`src/rtl/angle_step_gen_if.sv`:
```
// Angle output handshake between the sequencer and the radian/sine path.
interface angle_step_gen_if #(
  parameter int unsigned ANGLE_W = 32
);
  logic [ANGLE_W-1:0] angle_o;
  logic               angle_vld;
  logic               angle_rdy;

  modport master (output angle_o, output angle_vld, input angle_rdy);
  modport slave  (input angle_o, input angle_vld, output angle_rdy);
endinterface

```
`src/rtl/angle_step_gen.sv`:
```
// Angle sequencer: debounced manual stepping or divider-driven auto stepping,
// presented on a valid/ready handshake with a one-deep pending request.
module angle_step_gen #(
  parameter int unsigned ANGLE_W   = 32,
  parameter int unsigned STEP      = 100,
  parameter int unsigned ANGLE_MAX = 1000,
  parameter int unsigned DEB_CNT   = 8,
  parameter int unsigned CNT_W     = 4,
  parameter int unsigned AUTO_DIV  = 16
) (
  input  logic             clk,
  input  logic             rst,
  input  logic             touch,
  input  logic [1:0]       mode,
  input  logic             hold,
  angle_step_gen_if.master bus,
  output logic             wrap_pulse,
  output logic             dir_o,
  output logic             drop_o,
  output logic [CNT_W-1:0] cnt_o
);

  localparam int unsigned AW1   = ANGLE_W + 1;
  localparam int unsigned DIV_W = $clog2(AUTO_DIV);

  localparam logic [1:0] M_MAN = 2'b00;
  localparam logic [1:0] M_UP  = 2'b01;
  localparam logic [1:0] M_DN  = 2'b10;
  localparam logic [1:0] M_PP  = 2'b11;

  typedef enum logic {S_IDLE, S_ISSUE} state_t;

  state_t             state_q, state_d;
  logic [ANGLE_W-1:0] angle_q, angle_d;
  logic               vld_q, vld_d;
  logic               wrap_q, wrap_d;
  logic               dir_q, dir_d;
  logic               drop_q, drop_d;
  logic               pend_q, pend_d;
  logic [CNT_W-1:0]   cnt_q, cnt_d;
  logic [DIV_W-1:0]   div_q, div_d;

  logic               press_c, auto_c, req_c, accept_c;
  logic [AW1-1:0]     a_ext_c, sum_up_c, dif_dn_c, wrap_dn_c;
  logic               up_bnd_c, dn_bnd_c, go_up_c;
  logic [ANGLE_W-1:0] nxt_angle_c;
  logic               nxt_wrap_c, nxt_dir_c;

  // Debounce: request only on the DEB_CNT-1 -> DEB_CNT transition, so one per press.
  always_comb begin
    cnt_d   = cnt_q;
    press_c = 1'b0;
    if (!touch) begin
      cnt_d = '0;
    end else if (cnt_q < CNT_W'(DEB_CNT)) begin
      cnt_d   = cnt_q + CNT_W'(1);
      press_c = (cnt_q == CNT_W'(DEB_CNT - 1));
    end
  end

  // Auto-rate divider; frozen by hold, cleared in manual mode.
  always_comb begin
    div_d  = div_q;
    auto_c = 1'b0;
    if (mode == M_MAN) begin
      div_d = '0;
    end else if (!hold) begin
      if (div_q == DIV_W'(AUTO_DIV - 1)) begin
        div_d  = '0;
        auto_c = 1'b1;
      end else begin
        div_d = div_q + DIV_W'(1);
      end
    end
  end

  assign req_c    = auto_c | (press_c & (mode == M_MAN));
  assign accept_c = vld_q & bus.angle_rdy;

  // Next angle from the currently presented one, one bit wider to catch overflow.
  always_comb begin
    a_ext_c     = {1'b0, angle_q};
    sum_up_c    = a_ext_c + AW1'(STEP);
    dif_dn_c    = a_ext_c - AW1'(STEP);
    wrap_dn_c   = a_ext_c + AW1'(ANGLE_MAX) - AW1'(STEP);
    up_bnd_c    = (sum_up_c >= AW1'(ANGLE_MAX));
    dn_bnd_c    = (a_ext_c < AW1'(STEP));
    go_up_c     = (mode == M_MAN) || (mode == M_UP) || ((mode == M_PP) && dir_q);
    nxt_angle_c = ANGLE_W'(sum_up_c);
    nxt_wrap_c  = 1'b0;
    nxt_dir_c   = dir_q;
    if (mode == M_UP) nxt_dir_c = 1'b1;
    if (mode == M_DN) nxt_dir_c = 1'b0;
    if (go_up_c) begin
      if (up_bnd_c) begin
        nxt_wrap_c = 1'b1;
        if (mode == M_PP) begin
          nxt_angle_c = ANGLE_W'(dif_dn_c);
          nxt_dir_c   = 1'b0;
        end else begin
          nxt_angle_c = '0;
        end
      end
    end else begin
      nxt_angle_c = ANGLE_W'(dif_dn_c);
      if (dn_bnd_c) begin
        nxt_wrap_c = 1'b1;
        if (mode == M_PP) begin
          nxt_angle_c = ANGLE_W'(sum_up_c);
          nxt_dir_c   = 1'b1;
        end else begin
          nxt_angle_c = ANGLE_W'(wrap_dn_c);
        end
      end
    end
  end

  // Handshake FSM; a load always happens on the request or accept edge, never in between.
  always_comb begin
    state_d = state_q;
    angle_d = angle_q;
    vld_d   = vld_q;
    wrap_d  = 1'b0;
    dir_d   = dir_q;
    drop_d  = drop_q;
    pend_d  = pend_q;
    unique case (state_q)
      S_IDLE: begin
        if (req_c) begin
          angle_d = nxt_angle_c;
          wrap_d  = nxt_wrap_c;
          dir_d   = nxt_dir_c;
          vld_d   = 1'b1;
          state_d = S_ISSUE;
        end
      end
      S_ISSUE: begin
        if (accept_c) begin
          if (pend_q || req_c) begin
            angle_d = nxt_angle_c;
            wrap_d  = nxt_wrap_c;
            dir_d   = nxt_dir_c;
            vld_d   = 1'b1;
            pend_d  = pend_q & req_c;
          end else begin
            vld_d   = 1'b0;
            state_d = S_IDLE;
          end
        end else if (req_c) begin
          if (pend_q) drop_d = 1'b1;
          else        pend_d = 1'b1;
        end
      end
      default: state_d = S_IDLE;
    endcase
  end

  always_ff @(posedge clk or posedge rst) begin
    if (rst) begin
      state_q <= S_IDLE;
      angle_q <= '0;
      vld_q   <= 1'b0;
      wrap_q  <= 1'b0;
      dir_q   <= 1'b1;
      drop_q  <= 1'b0;
      pend_q  <= 1'b0;
      cnt_q   <= '0;
      div_q   <= '0;
    end else begin
      state_q <= state_d;
      angle_q <= angle_d;
      vld_q   <= vld_d;
      wrap_q  <= wrap_d;
      dir_q   <= dir_d;
      drop_q  <= drop_d;
      pend_q  <= pend_d;
      cnt_q   <= cnt_d;
      div_q   <= div_d;
    end
  end

  assign bus.angle_o   = angle_q;
  assign bus.angle_vld = vld_q;
  assign wrap_pulse    = wrap_q;
  assign dir_o         = dir_q;
  assign drop_o        = drop_q;
  assign cnt_o         = cnt_q;

endmodule
```
`src/flat_wrapper.sv`:
```
// flat-port wrapper written by rule: the top's interface ports become plain ports
module angle_step_gen_flat 
#(
  parameter int unsigned ANGLE_W   = 32,
  parameter int unsigned STEP      = 100,
  parameter int unsigned ANGLE_MAX = 1000,
  parameter int unsigned DEB_CNT   = 8,
  parameter int unsigned CNT_W     = 4,
  parameter int unsigned AUTO_DIV  = 16
)
  (clk, rst, touch, mode, hold, wrap_pulse, dir_o, drop_o, cnt_o, bus_angle_o, bus_angle_vld, bus_angle_rdy);
  angle_step_gen_if #(.ANGLE_W(ANGLE_W)) bus_i ();
  input  logic clk;
  input  logic rst;
  input  logic touch;
  input  logic [1:0] mode;
  input  logic hold;
  output logic wrap_pulse;
  output logic dir_o;
  output logic drop_o;
  output logic [CNT_W-1:0] cnt_o;
  output wire logic [$bits(bus_i.angle_o)-1:0] bus_angle_o;
  output wire logic [$bits(bus_i.angle_vld)-1:0] bus_angle_vld;
  input wire logic [$bits(bus_i.angle_rdy)-1:0] bus_angle_rdy;
  assign bus_angle_o = bus_i.angle_o;
  assign bus_angle_vld = bus_i.angle_vld;
  assign bus_i.angle_rdy = bus_angle_rdy;
  angle_step_gen #(.ANGLE_W(ANGLE_W), .STEP(STEP), .ANGLE_MAX(ANGLE_MAX), .DEB_CNT(DEB_CNT), .CNT_W(CNT_W), .AUTO_DIV(AUTO_DIV)) u_core (.clk(clk), .rst(rst), .touch(touch), .mode(mode), .hold(hold), .bus(bus_i), .wrap_pulse(wrap_pulse), .dir_o(dir_o), .drop_o(drop_o), .cnt_o(cnt_o));
endmodule
```
`config.mk`:
```
export PLATFORM = sky130hd
export DESIGN_NAME = angle_step_gen_flat
export DESIGN_NICKNAME = d
export VERILOG_FILES = /design/src/rtl/angle_step_gen_if.sv /design/src/rtl/angle_step_gen.sv /design/src/flat_wrapper.sv
export SDC_FILE = /design/constraint.sdc
export NUM_CORES = 1
export LEC_CHECK = 0
export ABC_AREA = 1
export ABC_CLOCK_PERIOD_IN_PS = 3460
export BUFFER_PORTS_ARGS = -buffer_cell sky130_fd_sc_hd__buf_2
export CAP_MARGIN = 20
export CORE_MARGIN = 10
export CORE_UTILIZATION = 65
export CTS_CLUSTER_SIZE = 14
export DETAILED_ROUTE_END_ITERATION = 10
export PLACE_DENSITY_LB_ADDON = 0.2
export SLEW_MARGIN = 20
export SYNTH_ARGS = -nofsm -noshare
export SYNTH_HDL_FRONTEND = slang
export SYNTH_SLANG_ARGS = --single-unit
```
`constraint.sdc`:
```
create_clock -name clk -period 3.46 [get_ports clk]
set_input_delay 0.692 -clock clk [delete_from_list [all_inputs] [get_ports clk]]
set_output_delay 0.692 -clock clk [all_outputs]
set_load 0.1 [all_outputs]
```
* After elaboration in Yosys (flattened, before gate mapping) *
Cells that the tools add are included.

operators by class
  add/subtract/negate cells = 6
  multipliers = 0
  divide/modulo/power cells = 0
  order comparisons = 3
  eq/ne operators = 11
  shift operators = 0
  multiplexer cells = 46
  bitwise logic cells = 6
  reductions and logical operators = 10

operators by type and width
  cell                    count
  $mux 32                 8
  $pmux 32 s2             1
  $sub 32x7->32 const B   2
  $add 32x7->33 const B   1
  $ge 33x10->1 const B    1
  $add 32x10->32 const B  1
  $lt 32x7->1 const B     1
  $mux 1                  28
  $mux 4                  5
  $add 4x1->4 const B     2
  $pmux 1 s2              4
  $ne 2x1->1 const B      3
  $ne 2x2->1 const B      3
  $reduce_and 3->1        2
  $eq 2x2->1 const B      2
  $eq 4x3->1 const B      1
  $eq 4x4->1 const B      1
  $lt 4x4->1 const B      1
  $reduce_and 4->1        1
  $and 1x1->1             3
  $logic_or 1x1->1        3
  $eq 2x1->1 const B      1
  $logic_not 2->1         1
  $not 1->1               2
  4 further kinds         4

storage, ports and cells
  register bits after elaboration = 46
  bits in latches = 0
  RAM bits = 0
  ROM bits = 0
  bits of input ports = 7
  logic and storage cells = 91
  memories = 0

* Depth between registers and ports, before layout *
  word-level depth = 9
  mapped depth = 19

* Worst setup path before layout *
OpenSTA, ideal clock, no wires.

  path type = reg-to-reg
  from = register u_core.angle_q[2] (netlist: u_core.bus.angle_o[2])
  to = register u_core.angle_q[25] (netlist: u_core.bus.angle_o[25])
  library setup time = 0.126 ns
  arrival = 2.870 ns
  data required time = 3.334 ns
  slack = 0.465 ns
  stages on the path, launching flop included = 15
  path buffers = 1
  clock period less this slack = 2.995 ns
  cell sequence = dfrtp_1 > ha_1 > nand2_1 > nand2_2 > nand2_1 > nor2_1 > xor2_1 > nand3_1 > nor2_1 > nand3_1 > nor2_2 > nand2_2 > buf_2 > a21oi_1 > o21ai_1

between the ends
  cells in the longest elaborated chain, start to end = 8

RTL lines
  element                 line                   source
  from (decl)             angle_step_gen.sv:34   logic [ANGLE_W-1:0] angle_q, angle_d;
  from (signal assigned)  angle_step_gen.sv:171  angle_q <= angle_d;
  $add 32x10->32          angle_step_gen.sv:85   wrap_dn_c = a_ext_c + AW1'(ANGLE_MAX) - AW1'(STEP);
  $sub 32x7->32           angle_step_gen.sv:85
  $mux 32                 angle_step_gen.sv:108  if (mode == M_PP) begin
  $mux 32                 angle_step_gen.sv:106  if (dn_bnd_c) begin
  $mux 32 (*)             angle_step_gen.sv:94   if (go_up_c) begin
  $mux 32                 angle_step_gen.sv:139  if (pend_q || req_c) begin
  $mux 32                 angle_step_gen.sv:138  if (accept_c) begin
  $pmux 32 s2 (*)         angle_step_gen.sv:127  unique case (state_q)

Mark *: on every way between the ends. The rest lies on a longest branch, timed or not. The select of a mux whose other input is x is not followed.
A chain may end at the register's enable or synchronous reset.

* Final worst setup path *
  from = register u_core.angle_q[2] (netlist: u_core.bus.angle_o[2])
  to = register u_core.angle_q[20] (netlist: u_core.bus.angle_o[20])

Same word-level chain as after synthesis.

==> summary.md <==
| Metric | Value |
|---|---|
| Vias after detailed routing | `about 4700` |
| Synth Instances | `slightly below 700` |
| Number of nets with antenna violations after routing | `0` |
| Worst-Margin Slew | `0.966 ns` |
| LEAKAGE | `between 2 and 2.5 nW` |
| Cell area after synthesis | `a little over 0.004 mm2` |
| Final nets | `around 720` |
| Unrepaired setup endpoints after global routing | `no` |
| RePlAce Congestion | `approximately 0.98` |
| Per-cell via count in the routed design | `approximately 6.0` |
| Maximum ir drop on the vdd rail | `roughly 0.25 mV` |
| Overflow left after global routing | `0` |
| Clock Skew | `0.00373 ns` |
| Count of warnings emitted by yosys | `0` |
| Mean area per synthesized cell | `between 6 and 7 um2` |
| Initial antenna violation count | `0` |
| Effective utilization at floorplan | `0.659` |
| Clock tree root driver cell | `sky130_fd_sc_hd__clkbuf_8` |
| Fraction of layout cells with a size suffix above 1 | `0.120` |
| Placed inst area | `approximately 0.0044 mm2` |
| Post-CTS Setup Repair Bufs | `0` |
| Number of buffers created by CTS | `5` |
| Count of buffers from port buffering | `44` |
| Chip width | `around 100 um` |
| Power per unit of standard cell area | `245 mW/mm2` |
| Iter 0 DRT Violations | `491` |
| Portion of the clock cycle consumed by the worst path in the final layout | `0.885` |
| Final hold vios | `0` |
| Proportion of register bits with asynchronous set or reset after synthesis | `1.00` |
| Wire length of the first global-routing pass | `approximately 21000 um` |
| Fmax | `0.326 GHz` |
| Area of all sequential standard cells | `around 0.0011 mm2` |
| Final Critical Period | `slightly above 3 ns` |
| Total Power Consumption | `between 1 and 1.5 mW` |
| Post-cts resize count | `0` |
| Max-slew violation total from the final report | `0` |
| Arrival time reported for the critical path endpoint | `3.27 ns` |
| TritonCTS clock tree | `done` |
| Startpoint kind of the worst setup timing path | `register` |
| Number of flops mapped to enable cells by yosys | `0` |
| Area used by multi-input combinational logic | `0.00262 mm2` |
| Clock-pin slew reported for the worst setup and hold paths after clock tree synthesis | `around 0.10 ns` |
| Endpoint class of the critical path | `register` |
| Die outline height | `around 100 um` |
| Largest cells by area after synthesis | `sky130_fd_sc_hd__dfrtp_1 (26%), sky130_fd_sc_hd__nand2_1 (16%), sky130_fd_sc_hd__nor2_1 (9.4%)` |
| Final cell area excluding filler cells | `around 0.0045 mm2` |
| Final-report setup violation count | `0` |
| Average detailed-routed wire length per instance | `~17 um` |
| Register area share after synthesis | `0.266` |
| Ant. Diodes | `0` |
| Number of primary I/O pins | `47` |
| Global routing's busiest layer | `met2` |
| Number of distinct library cells after synthesis | `38` |
| Die area | `around 0.010 mm2` |
| Slew Limit Headroom | `0.356` |
| Type of the worst setup path | `reg -> reg` |
| Clock latency at the later pin of the worst-skew pair | `0.31 ns` |
| Most common flop cell mapped by yosys | `sky130_fd_sc_hd__dfrtp_1` |
| Placed wire-length estimate after detailed placement | `~9600 um` |
| Sum of negative setup slack | `0 ns` |
| Core occupancy in the finished layout | `0.718` |
| Clock Tree Buf Depth | `2` |
| Largest area contributor in the netlist | `sky130_fd_sc_hd__dfrtp_1` |
| Post-Route WL | `13100 um` |
| Remaining DRCs | `0` |
| CORE AREA | `roughly 0.0063 mm2` |
| Relative area change from synthesis to final layout | `8.98%` |
| H-tree depth | `2` |
| Layout fillers | `roughly 550` |
| Core Rows | `29` |
| Count of hold-fix buffers inserted at cts | `0` |
| Proportion of netlist area held by the largest area contributor | `0.260` |
| Number of optimization iterations in the first detailed-route pass | `6` |
| Critical Path RT | `3.67 ns` |
| Number of max-cap violations | `0` |
| Total routing usage reported by global routing | `0.256` |
| HP Class | `reg -> reg` |
| Register bit count reported by yosys | `44` |
| Global routing usage on met3 | `0.0446` |
| Post-route insts no fill | `around 800` |
| Num Clock Sinks | `44` |
| Worst Path Max Fanout | `31` |
| Number of global-route vias before repair | `about 4400` |
| Run status | `finished, final reports clean` |
| Number of cells after detailed placement | `779` |
| Met2 track demand over resource in global routing | `0.429` |
| Global routing met1 resource utilization | `0.328` |
| Maximum number of pins on one net before global-route repair | `45` |
-- cell usage in the layout, fill, tap and decap left out, types with 2 or more instances in the layout --
cell                         n
sky130_fd_sc_hd__nand2_1   171
sky130_fd_sc_hd__nor2_1    104
sky130_fd_sc_hd__nand3_1    76
sky130_fd_sc_hd__inv_1      75
sky130_fd_sc_hd__buf_2      44
sky130_fd_sc_hd__dfrtp_1    43
sky130_fd_sc_hd__xor2_1     35
sky130_fd_sc_hd__a21oi_1    35
sky130_fd_sc_hd__a22oi_1    18
sky130_fd_sc_hd__nand4_1    17
sky130_fd_sc_hd__o21ai_0    17
sky130_fd_sc_hd__nor2_2     11
sky130_fd_sc_hd__buf_4       9
sky130_fd_sc_hd__nor3_1      6
sky130_fd_sc_hd__and2_1      5
sky130_fd_sc_hd__ha_1        5
sky130_fd_sc_hd__clkbuf_8    5
sky130_fd_sc_hd__nand2_2     3
sky130_fd_sc_hd__o21ai_1     3
sky130_fd_sc_hd__or2_2       3
sky130_fd_sc_hd__and3_1      2
sky130_fd_sc_hd__inv_2       2
sky130_fd_sc_hd__nand3b_1    2
sky130_fd_sc_hd__o22ai_1     2
sky130_fd_sc_hd__o31ai_1     2
sky130_fd_sc_hd__conb_1      2
sky130_fd_sc_hd__clkinv_4    2
-- sequential cells by signal (all words and copies together) (netlist names) --
| name | flops |
|---|---|
| u_core.cnt_o | 4 |
| u_core.div_q | 4 |
| u_core.drop_o | 1 |
| u_core.dir_o | 1 |
| u_core.bus.angle_vld | 1 |
| u_core.pend_q | 1 |
| u_core.bus.angle_o | 30 |
| u_core.state_q | 1 |
| u_core.wrap_pulse | 1 |
-- layout make-up --
class	instances	area share
multi-input combinational	529	0.580
tap	77	0.0214
sequential	44	0.244
inverter	77	0.0641
timing repair buffer	53	0.0638
clock inverter	3	0.0105
clock buffer	5	0.0153
-- final timing paths --
kind	to	from	slack, ns	cells past startpoint
hold / removal	u_core.drop_o	u_core.drop_o	0.49	1
max in group asynchronous	u_core.bus.angle_o[30]	rst	2.27	2
setup / recovery	u_core.bus.angle_o[20]	u_core.bus.angle_o[2]	0.40	15
min in group asynchronous	u_core.bus.angle_o[5]	rst	0.57	2
hold reg to reg	u_core.drop_o	u_core.drop_o	0.49	1
setup reg to reg	u_core.bus.angle_o[20]	u_core.bus.angle_o[2]	0.40	15
-- layer usage --
layer	up-vias	share of wire
met4	0	0.023
met5	-	0
met2	267	0.47
li1	2242	-
met3	34	0.099
met1	2182	0.41
-- critical path: stages (launching register included) --
cell                       delay, ns
sky130_fd_sc_hd__dfrtp_1        0.48
sky130_fd_sc_hd__ha_1           0.23
sky130_fd_sc_hd__nand2_1        0.14
sky130_fd_sc_hd__nand2_2        0.21
sky130_fd_sc_hd__nand2_1        0.16
sky130_fd_sc_hd__inv_1          0.12
sky130_fd_sc_hd__nand3_1        0.11
sky130_fd_sc_hd__xor2_1         0.18
sky130_fd_sc_hd__nor2_1         0.11
sky130_fd_sc_hd__nand2_1        0.07
sky130_fd_sc_hd__nor2_2         0.40
sky130_fd_sc_hd__nand2_4        0.34
sky130_fd_sc_hd__nand3b_1       0.19
sky130_fd_sc_hd__nand2_1        0.06
sky130_fd_sc_hd__nand2_1        0.05
sky130_fd_sc_hd__nand2_1        0.07
-- cell usage after synthesis, types with 2 or more instances --
cell	instances
sky130_fd_sc_hd__a21oi_1	35
sky130_fd_sc_hd__a22oi_1	18
sky130_fd_sc_hd__and2_1	5
sky130_fd_sc_hd__and3_1	2
sky130_fd_sc_hd__buf_2	10
sky130_fd_sc_hd__buf_4	4
sky130_fd_sc_hd__clkbuf_1	11
sky130_fd_sc_hd__dfrtp_1	43
sky130_fd_sc_hd__ha_1	5
sky130_fd_sc_hd__inv_1	76
sky130_fd_sc_hd__nand2_1	171
sky130_fd_sc_hd__nand2_2	4
sky130_fd_sc_hd__nand3_1	76
sky130_fd_sc_hd__nand3b_1	2
sky130_fd_sc_hd__nand4_1	17
sky130_fd_sc_hd__nor2_1	104
sky130_fd_sc_hd__nor2_2	11
sky130_fd_sc_hd__nor3_1	6
sky130_fd_sc_hd__o21ai_0	17
sky130_fd_sc_hd__o21ai_1	3
sky130_fd_sc_hd__o22ai_1	2
sky130_fd_sc_hd__o31ai_1	2
sky130_fd_sc_hd__or2_2	3
sky130_fd_sc_hd__xor2_1	35
-- cell families after synthesis --
| group | after synthesis | synth area share |
|---|---|---|
| AOI/OAI and AO/OA | 82 | 0.116 |
| xor gates and xnor gates | 36 | 0.0762 |
| DFF | 44 | 0.266 |
| other | 1 | 0.000906 |
| adders and majority gates | 5 | 0.0151 |
| and+or+nand+nor | 404 | 0.422 |
| buffers and inverters | 104 | 0.103 |
-- stage by stage --
| stage | hold slack [ns] | setup WS, ns |
|---|---|---|
| floorplan | 0.487 | 0.465 |
| global placement | 0.451 | 0.379 |
| detailed placement | 0.466 | 0.311 |
| CTS | 0.488 | 0.283 |
| global route | 0.516 | 0.0820 |
| finish | 0.490 | 0.397 |
-- power breakdown --
group          total, mW  switching, mW  leakage [nW]  internal, mW
sequential         0.537         0.0116         0.470         0.525
clock              0.433          0.215        0.0583         0.218
combinational      0.137          0.103          1.90        0.0339
(Power assumes the default switching activity.)
